### config.mk
export PLATFORM = sky130hd
export DESIGN_NAME = vga_grid_reader
export DESIGN_NICKNAME = d
export VERILOG_FILES = /design/src/rtl/vga_timing_pkg.sv /design/src/rtl/vga_timing_gen.sv /design/src/rtl/vga_grid_reader.sv
export SDC_FILE = /design/constraint.sdc
export NUM_CORES = 1
export LEC_CHECK = 0
export ABC_CLOCK_PERIOD_IN_PS = 5200
export CAP_MARGIN = 5
export CORE_MARGIN = 10
export CORE_UTILIZATION = 35
export CTS_CLUSTER_SIZE = 10
export DETAILED_ROUTE_END_ITERATION = 10
export PLACE_DENSITY = 0.61
export SLEW_MARGIN = 10
export SYNTH_ARGS = -nofsm -noshare
export SYNTH_HDL_FRONTEND = slang
export SYNTH_SLANG_ARGS = --single-unit
export TNS_END_PERCENT = 10
### constraint.sdc
create_clock -name clk -period 5.2 [get_ports clk]
set_clock_uncertainty 0.05 [all_clocks]
set_input_delay 1.04 -clock clk [delete_from_list [all_inputs] [get_ports clk]]
set_output_delay 1.04 -clock clk [all_outputs]
set_load 0.01 [all_outputs]
### src/rtl/vga_timing_pkg.sv
// ============================================================================
//  Module      : vga_timing_pkg
//  Description : Shared 640x480@60 timing constants, colour constants and
//                the S1 pipeline record used by the VGA grid reader.
//  Revision    : 1.0 - initial release
// ============================================================================
`default_nettype none

package vga_timing_pkg;

    localparam int H_VISIBLE = 640;
    localparam int H_FRONT   = 16;
    localparam int H_SYNC    = 96;
    localparam int H_BACK    = 48;
    localparam int H_TOTAL   = H_VISIBLE + H_FRONT + H_SYNC + H_BACK;

    localparam int V_VISIBLE = 480;
    localparam int V_FRONT   = 10;
    localparam int V_SYNC    = 2;
    localparam int V_BACK    = 33;
    localparam int V_TOTAL   = V_VISIBLE + V_FRONT + V_SYNC + V_BACK;

    localparam logic [2:0] RGB_BLACK = 3'b000;
    localparam logic [2:0] RGB_WHITE = 3'b111;

    // Per-pixel attributes carried alongside the bank read address
    typedef struct packed {
        logic active;     // pixel lies inside the visible area
        logic cell_edge;  // first column or first line of a cell
        logic hsync_n;    // horizontal sync level for this pixel
        logic vsync_n;    // vertical sync level for this pixel
        logic first;      // pixel (0,0) of the frame
    } s1_t;

    localparam s1_t S1_IDLE = '{active: 1'b0, cell_edge: 1'b0,
                                hsync_n: 1'b1, vsync_n: 1'b1, first: 1'b0};

    // Counter width able to hold 0..n-1, never narrower than one bit
    function automatic int cnt_width(input int n);
        return (n > 1) ? $clog2(n) : 1;
    endfunction

endpackage

`default_nettype wire

### src/rtl/vga_timing_gen.sv
// ============================================================================
//  Module      : vga_timing_gen
//  Description : Horizontal/vertical scan counters advancing on pix_ce, with
//                wrap strobes, visible-area flags and active-low sync terms.
//  Revision    : 1.0 - initial release
// ============================================================================
`default_nettype none

module vga_timing_gen #(
    parameter int H_VISIBLE = vga_timing_pkg::H_VISIBLE,
    parameter int H_FRONT   = vga_timing_pkg::H_FRONT,
    parameter int H_SYNC    = vga_timing_pkg::H_SYNC,
    parameter int H_BACK    = vga_timing_pkg::H_BACK,
    parameter int V_VISIBLE = vga_timing_pkg::V_VISIBLE,
    parameter int V_FRONT   = vga_timing_pkg::V_FRONT,
    parameter int V_SYNC    = vga_timing_pkg::V_SYNC,
    parameter int V_BACK    = vga_timing_pkg::V_BACK,
    parameter int HW        = vga_timing_pkg::cnt_width(H_VISIBLE + H_FRONT + H_SYNC + H_BACK),
    parameter int VW        = vga_timing_pkg::cnt_width(V_VISIBLE + V_FRONT + V_SYNC + V_BACK)
) (
    input  logic          clk,
    input  logic          rst,
    input  logic          pix_ce,
    output logic [HW-1:0] h_cnt_o,
    output logic [VW-1:0] v_cnt_o,
    output logic          h_wrap_o,
    output logic          v_wrap_o,
    output logic          h_act_o,
    output logic          v_act_o,
    output logic          hsync_n_o,
    output logic          vsync_n_o
);

    localparam int H_TOTAL = H_VISIBLE + H_FRONT + H_SYNC + H_BACK;
    localparam int V_TOTAL = V_VISIBLE + V_FRONT + V_SYNC + V_BACK;

    localparam logic [HW-1:0] C_H_LAST   = HW'(H_TOTAL - 1);
    localparam logic [HW-1:0] C_H_VIS    = HW'(H_VISIBLE);
    localparam logic [HW-1:0] C_HS_BEG   = HW'(H_VISIBLE + H_FRONT);
    localparam logic [HW-1:0] C_HS_END   = HW'(H_VISIBLE + H_FRONT + H_SYNC);
    localparam logic [VW-1:0] C_V_LAST   = VW'(V_TOTAL - 1);
    localparam logic [VW-1:0] C_V_VIS    = VW'(V_VISIBLE);
    localparam logic [VW-1:0] C_VS_BEG   = VW'(V_VISIBLE + V_FRONT);
    localparam logic [VW-1:0] C_VS_END   = VW'(V_VISIBLE + V_FRONT + V_SYNC);

    logic [HW-1:0] h_q, h_d;
    logic [VW-1:0] v_q, v_d;
    logic          h_last;
    logic          v_last;

    assign h_last = (h_q == C_H_LAST);
    assign v_last = (v_q == C_V_LAST);

    // Next scan position: h wraps at end of line, v steps on each h wrap
    always_comb begin
        h_d = h_q;
        v_d = v_q;
        if (pix_ce) begin
            if (h_last) begin
                h_d = '0;
                v_d = v_last ? '0 : v_q + 1'b1;
            end else begin
                h_d = h_q + 1'b1;
            end
        end
    end

    // Scan position registers
    always_ff @(posedge clk or negedge rst) begin
        if (!rst) begin
            h_q <= '0;
            v_q <= '0;
        end else begin
            h_q <= h_d;
            v_q <= v_d;
        end
    end

    assign h_cnt_o   = h_q;
    assign v_cnt_o   = v_q;
    assign h_wrap_o  = pix_ce & h_last;
    assign v_wrap_o  = pix_ce & h_last & v_last;
    assign h_act_o   = (h_q < C_H_VIS);
    assign v_act_o   = (v_q < C_V_VIS);
    assign hsync_n_o = !((h_q >= C_HS_BEG) && (h_q < C_HS_END));
    assign vsync_n_o = !((v_q >= C_VS_BEG) && (v_q < C_VS_END));

endmodule

`default_nettype wire

### src/rtl/vga_grid_reader.sv
// ============================================================================
//  Module      : vga_grid_reader
//  Description : Scans a register bank cell-by-cell under VGA timing and
//                renders the cells as a grid on RGB111 with aligned syncs.
//  Revision    : 1.0 - initial release
// ============================================================================
`default_nettype none

module vga_grid_reader #(
    parameter int BIT_ADDR   = 4,
    parameter int BIT_DATO   = 3,
    parameter int H_VISIBLE  = vga_timing_pkg::H_VISIBLE,
    parameter int H_FRONT    = vga_timing_pkg::H_FRONT,
    parameter int H_SYNC     = vga_timing_pkg::H_SYNC,
    parameter int H_BACK     = vga_timing_pkg::H_BACK,
    parameter int V_VISIBLE  = vga_timing_pkg::V_VISIBLE,
    parameter int V_FRONT    = vga_timing_pkg::V_FRONT,
    parameter int V_SYNC     = vga_timing_pkg::V_SYNC,
    parameter int V_BACK     = vga_timing_pkg::V_BACK,
    parameter int CELL_W     = 160,
    parameter int CELL_H     = 120,
    parameter int GRID_LINES = 1
) (
    input  logic                clk,
    input  logic                rst,
    input  logic                pix_ce,
    input  logic [BIT_DATO-1:0] datInR,
    output logic [BIT_ADDR-1:0] addrR,
    output logic                hsync,
    output logic                vsync,
    output logic [2:0]          rgb,
    output logic                frame_start
);

    import vga_timing_pkg::*;

    localparam int CB = BIT_ADDR / 2;
    localparam int HW = cnt_width(H_VISIBLE + H_FRONT + H_SYNC + H_BACK);
    localparam int VW = cnt_width(V_VISIBLE + V_FRONT + V_SYNC + V_BACK);
    localparam int XW = cnt_width(CELL_W);
    localparam int YW = cnt_width(CELL_H);

    localparam logic [XW-1:0] C_X_LAST = XW'(CELL_W - 1);
    localparam logic [YW-1:0] C_Y_LAST = YW'(CELL_H - 1);
    localparam logic          C_GRID   = (GRID_LINES != 0);

    logic [HW-1:0] h_cnt;
    logic [VW-1:0] v_cnt;
    logic          h_wrap;
    logic          v_wrap;
    logic          h_act;
    logic          v_act;
    logic          hsync_n;
    logic          vsync_n;

    vga_timing_gen #(
        .H_VISIBLE (H_VISIBLE),
        .H_FRONT   (H_FRONT),
        .H_SYNC    (H_SYNC),
        .H_BACK    (H_BACK),
        .V_VISIBLE (V_VISIBLE),
        .V_FRONT   (V_FRONT),
        .V_SYNC    (V_SYNC),
        .V_BACK    (V_BACK),
        .HW        (HW),
        .VW        (VW)
    ) u_timing (
        .clk       (clk),
        .rst       (rst),
        .pix_ce    (pix_ce),
        .h_cnt_o   (h_cnt),
        .v_cnt_o   (v_cnt),
        .h_wrap_o  (h_wrap),
        .v_wrap_o  (v_wrap),
        .h_act_o   (h_act),
        .v_act_o   (v_act),
        .hsync_n_o (hsync_n),
        .vsync_n_o (vsync_n)
    );

    // Cell position tracked incrementally, in step with h_cnt/v_cnt
    logic [XW-1:0] x_q, x_d;
    logic [YW-1:0] y_q, y_d;
    logic [CB-1:0] col_q, col_d;
    logic [CB-1:0] row_q, row_d;

    // S1 (address + pixel attributes) and S2 (pin) registers
    s1_t                 s1_q, s1_d;
    logic [BIT_ADDR-1:0] addr_q, addr_d;
    logic [2:0]          rgb_q, rgb_d;
    logic                hsync_q, hsync_d;
    logic                vsync_q, vsync_d;
    logic                fs_q, fs_d;

    // Cell sub-counters: x/col step across visible pixels, y/row across visible lines
    always_comb begin
        x_d   = x_q;
        y_d   = y_q;
        col_d = col_q;
        row_d = row_q;
        if (h_wrap) begin
            x_d   = '0;
            col_d = '0;
            if (v_wrap) begin
                y_d   = '0;
                row_d = '0;
            end else if (v_act) begin
                if (y_q == C_Y_LAST) begin
                    y_d   = '0;
                    row_d = row_q + 1'b1;
                end else begin
                    y_d = y_q + 1'b1;
                end
            end
        end else if (pix_ce && h_act) begin
            if (x_q == C_X_LAST) begin
                x_d   = '0;
                col_d = col_q + 1'b1;
            end else begin
                x_d = x_q + 1'b1;
            end
        end
    end

    // S1: issue the bank read for visible pixels; blanking keeps the last address
    always_comb begin
        s1_d   = s1_q;
        addr_d = addr_q;
        if (pix_ce) begin
            s1_d.active    = h_act & v_act;
            s1_d.cell_edge = (x_q == '0) || (y_q == '0);
            s1_d.hsync_n   = hsync_n;
            s1_d.vsync_n   = vsync_n;
            s1_d.first     = (h_cnt == '0) && (v_cnt == '0);
            if (h_act && v_act) begin
                addr_d = {row_q, col_q};
            end
        end
    end

    // S2: colour from the bank datum returned for addrR; frame_start lasts one clk
    always_comb begin
        rgb_d   = rgb_q;
        hsync_d = hsync_q;
        vsync_d = vsync_q;
        fs_d    = 1'b0;
        if (pix_ce) begin
            if (!s1_q.active) begin
                rgb_d = RGB_BLACK;
            end else if (C_GRID && s1_q.cell_edge) begin
                rgb_d = RGB_WHITE;
            end else begin
                rgb_d = 3'(datInR);
            end
            hsync_d = s1_q.hsync_n;
            vsync_d = s1_q.vsync_n;
            fs_d    = s1_q.first;
        end
    end

    // State registers for the cell counters and both pipeline stages
    always_ff @(posedge clk or negedge rst) begin
        if (!rst) begin
            x_q     <= '0;
            y_q     <= '0;
            col_q   <= '0;
            row_q   <= '0;
            s1_q    <= S1_IDLE;
            addr_q  <= '0;
            rgb_q   <= RGB_BLACK;
            hsync_q <= 1'b1;
            vsync_q <= 1'b1;
            fs_q    <= 1'b0;
        end else begin
            x_q     <= x_d;
            y_q     <= y_d;
            col_q   <= col_d;
            row_q   <= row_d;
            s1_q    <= s1_d;
            addr_q  <= addr_d;
            rgb_q   <= rgb_d;
            hsync_q <= hsync_d;
            vsync_q <= vsync_d;
            fs_q    <= fs_d;
        end
    end

    assign addrR       = addr_q;
    assign rgb         = rgb_q;
    assign hsync       = hsync_q;
    assign vsync       = vsync_q;
    assign frame_start = fs_q;

endmodule

`default_nettype wire

==> results.md <==
* Status: completed
* Commonest non-fill, non-tap cells in the layout: dfrtp_1, nand2_1, o21ai_0
* Worst R2R Start: u_timing.h_cnt_o[1]
* Crit end category: register
* Crit path max-delay family: simple AND/OR/NAND/NOR gates
* Port Buf Inserts at 15
* DRC errors left at 0
* Core region area at 7810 um^2
* Crit path max fanout at 32
* Clock share of power at 30.3%
* Buffers plus inverters on the worst setup path at 2
* CP Depth at 6
* Metal2 WL at 2.68 mm
* Post-Synth Adder-Cell Area at 3.54%
* Vias in the first global route at 2049
* Synth Register Bits at 54
* Fin. Hold Viols at 0
* Slowest stage cell, crit path: or3_1
* Total gr overflow at 0
* DR top layer: met4
* Ys async rst share at 100%
* Tmin final at 3.06 ns
* Row cnt at 32
* Pleak at 1.34 nW
* Largest family of logic cells by synthesized area: simple AND/OR/NAND/NOR gates
* Post-DR vias/cell at 5.36
* Chip width at 110 um
* GRT Total Usage at 10.2%
* Flop pwr share at 55.9%
* Post-Syn Area per Cell at 9.60 um^2
* Worst setup endpoint: u_timing.v_cnt_o[8]
* Part of the power in combinational logic at 13.8%
* P&R area growth vs syn at 12.7%
* Worst-path clk slew at 0.10 ns
* Total length of routed wires at 5.94 mm
* Final setup fails at 0
* Sink Count at 54
* Placed Cells at 403
* Worst VDD drop at 0.000114 V
* Setup slack, reg-to-reg at 2.92 ns
* Clock buffer depth at 2
* Tcrit/Tclk final at 58.8%
* Pins Over Slew Limit at 0
* CTS tree: yes
* Die footprint at 12100 um^2
* Iteration count of the initial detailed-routing pass at 4
* Mapped Cells at 295
* Synth Area in Compound Gates at 14.1%
* Fin nets at 322
* Post-synthesis sequential area ratio at 47.9%
* CP required at 5.39 ns
* Post-DP HPWL at 4.03 mm
* Critical Path Start: pix_ce
* Share of cells above drive strength 1 at 8.41%
* Switch Pwr at 0.269 mW
* Main synth FF type: dfrtp_1
* Largest net degree at the start of global routing at 55
* Post-CTS sizing at 0
* DRT met1 WL at 2.89 mm
* CP Launch Type: primary input
* Worst stage delay on the critical path at 0.67 ns
* Non-Filler Cell Area, Final at 3190 um^2
* Post-synthesis xor/xnor area fraction at 3.09%
* ANT nets after route at 0
* Cell Area, Synth at 2830 um^2
* Met3 routed WL at 312 um
* Wire per inst at 14.4 um
* First-pass GRT wire length at 9.98 mm
* Tightest Pin Transition at 0.699 ns
* I/O pin cnt at 16
* Worst Hold Class: register to register
* Die Span Y at 110 um
* Htree depth at 2
* Starting DRT DRC Count at 104
* Cell Chain, Critical Path: clkdlybuf4s50_1 -> buf_4 -> nand2_1 -> or3_1 -> or4_1 -> o21ai_0
* Sw Share at 28.7%
* Cell area power density at 293 nW/um^2
* Slew headroom at 52.8%
* GPL Wtd Cong at 0.836
* Mux cell area share after synthesis at 3.14%
* Most common cell after layout, fill and taps aside: dfrtp_1
* CTS Buf Count at 5
* Worst R2R Path Depth at 5
* Critical Path AT at 3.25 ns
* Simple-gate share of the synthesized area at 23.7%
* Initial Utilization at 36.3%
* Setup CP Type: primary input to register
* Power Internal at 0.667 mW
* Clock latency on the worst-skew pair at 0.31 ns
* Diode count at 0
* Post-synth EDFFs at 0
* Syn nets at 309
* Clk root buf: clkbuf_8
* Yosys warnings at 0
* Total number of vias at 2205
* Initial antenna violation count at 0
* RSZ-0062 raised after global routing: false
* Non-filler cells, final at 411
* Placed Area at 3080 um^2
* Setup TNS Final at 0 ns
* HP Start: s1_q[1]
* Fmax at 327 MHz
* Synth cell types at 44
* Post-CTS Hold Fix Bufs at 0
* # Max-Cap Violations at 0
* R2r endpoint: u_timing.v_cnt_o[8]
* Setup bufs post-CTS at 0
[area by class of cell]
| cell class | instances | area [um^2] |
|---|---|---|
| repair buffers | 19 | 175 |
| fillers | 790 | 4620 |
| clock inverters | 2 | 37.5 |
| inverters | 20 | 75.1 |
| clock buffers | 6 | 72.6 |
| flip-flops and latches | 54 | 1360 |
| multi-input cells | 208 | 1350 |
| well taps | 102 | 128 |
[power by group through the flow]
stage | Sequential (mW) | Clock (mW) | Combinational [mW]
2_1_floorplan | 0.506 | 0 | 0.108
3_3_place_gp | 0.528 | 0 | 0.130
3_5_place_dp | 0.531 | 0 | 0.132
4_1_cts | 0.522 | 0.296 | 0.132
5_1_grt | 0.530 | 0.311 | 0.147
6_report | 0.523 | 0.284 | 0.129
[tightest hold or removal path: cells and delay by family (launching register included)]
family,cells,cell delay [ns]
simple gates,1,0.08
flops,1,0.38
compound gates,1,0.04
[sequential cells by signal, summed over array words and instances, names as in the netlist, 2 cells and up]
| name | count |
|---|---|
| row_q | 2 |
| u_timing.h_cnt_o | 10 |
| col_q | 2 |
| y_q | 7 |
| rgb | 3 |
| s1_q | 5 |
| u_timing.v_cnt_o | 10 |
| addrR | 4 |
| x_q | 8 |
[synthesized netlist by cell type, types with 2 or more instances]
master / instances / area share (%)
dfrtp_1: 50 / 44
nand2_1: 24 / 3.2
o21ai_0: 24 / 4.2
inv_1: 20 / 2.7
nand3_1: 17 / 3.0
a21oi_1: 15 / 2.7
nor2_1: 14 / 1.9
and3_1: 9 / 2.0
clkbuf_1: 9 / 1.2
ha_1: 8 / 3.5
nand4_1: 8 / 1.8
mux2_2: 7 / 2.8
nor3_1: 7 / 1.2
or3_1: 7 / 1.5
a22o_1: 5 / 1.5
and2_1: 5 / 1.1
nor4_1: 5 / 1.1
or4_1: 5 / 1.3
xnor2_1: 5 / 1.5
xor2_1: 5 / 1.5
dfstp_2: 4 / 3.7
nor2b_1: 4 / 0.88
o211ai_1: 4 / 1.1
a31oi_1: 3 / 0.66
and4_1: 3 / 0.93
o311ai_0: 3 / 0.93
a41oi_1: 2 / 0.62
buf_2: 2 / 0.35
clkbuf_2: 2 / 0.35
nand3b_1: 2 / 0.53
nand4b_1: 2 / 0.62
nor4bb_1: 2 / 0.71
o22ai_1: 2 / 0.44
[worst min path at each step]
stage | endpoint | slack (ns) | cells after the start
6_report | s1_q[1] | 0.44 | 2
5_1_grt | s1_q[1] | 0.47 | 2
4_1_cts | s1_q[1] | 0.45 | 2
3_5_place_dp | s1_q[1] | 0.43 | 2
3_3_place_gp | s1_q[2] | 0.43 | 2
2_1_floorplan | frame_start | 0.41 | 1
[logic make-up (layout without fill, tap and decap cells)]
group,after synthesis,count (layout)
compound gates,64,64
xor+xnor,10,10
fa+ha+maj,8,8
buf+inv,33,47
flops,54,54
mux,8,8
simple gates,118,118
[stage by stage]
| stage | utilization, % | hold WS [ns] | worst slack (ns) | power (mW) |
|---|---|---|---|---|
| 6_report | 40.9 | 0.444 | 2.14 | 0.935 |
| 5_1_grt | 40.9 | 0.465 | 1.95 | 0.989 |
| 4_1_cts | 40.9 | 0.447 | 2.15 | 0.951 |
| 3_5_place_dp | 39.5 | 0.428 | 1.80 | 0.662 |
| 3_3_place_gp | 39.5 | 0.431 | 1.88 | 0.657 |
| 2_1_floorplan | - | 0.408 | 2.91 | 0.613 |
[layer usage]
| metal | up-vias | GRT usage, % |
|---|---|---|
| met4 | 0 | 3.07 |
| met3 | 6 | 2.52 |
| met1 | 1063 | 13.6 |
| met2 | 43 | 15.9 |
| met5 | - | 0 |
| li1 | 1093 | - |
No activity file was read; power rests on OpenSTA's default activity.
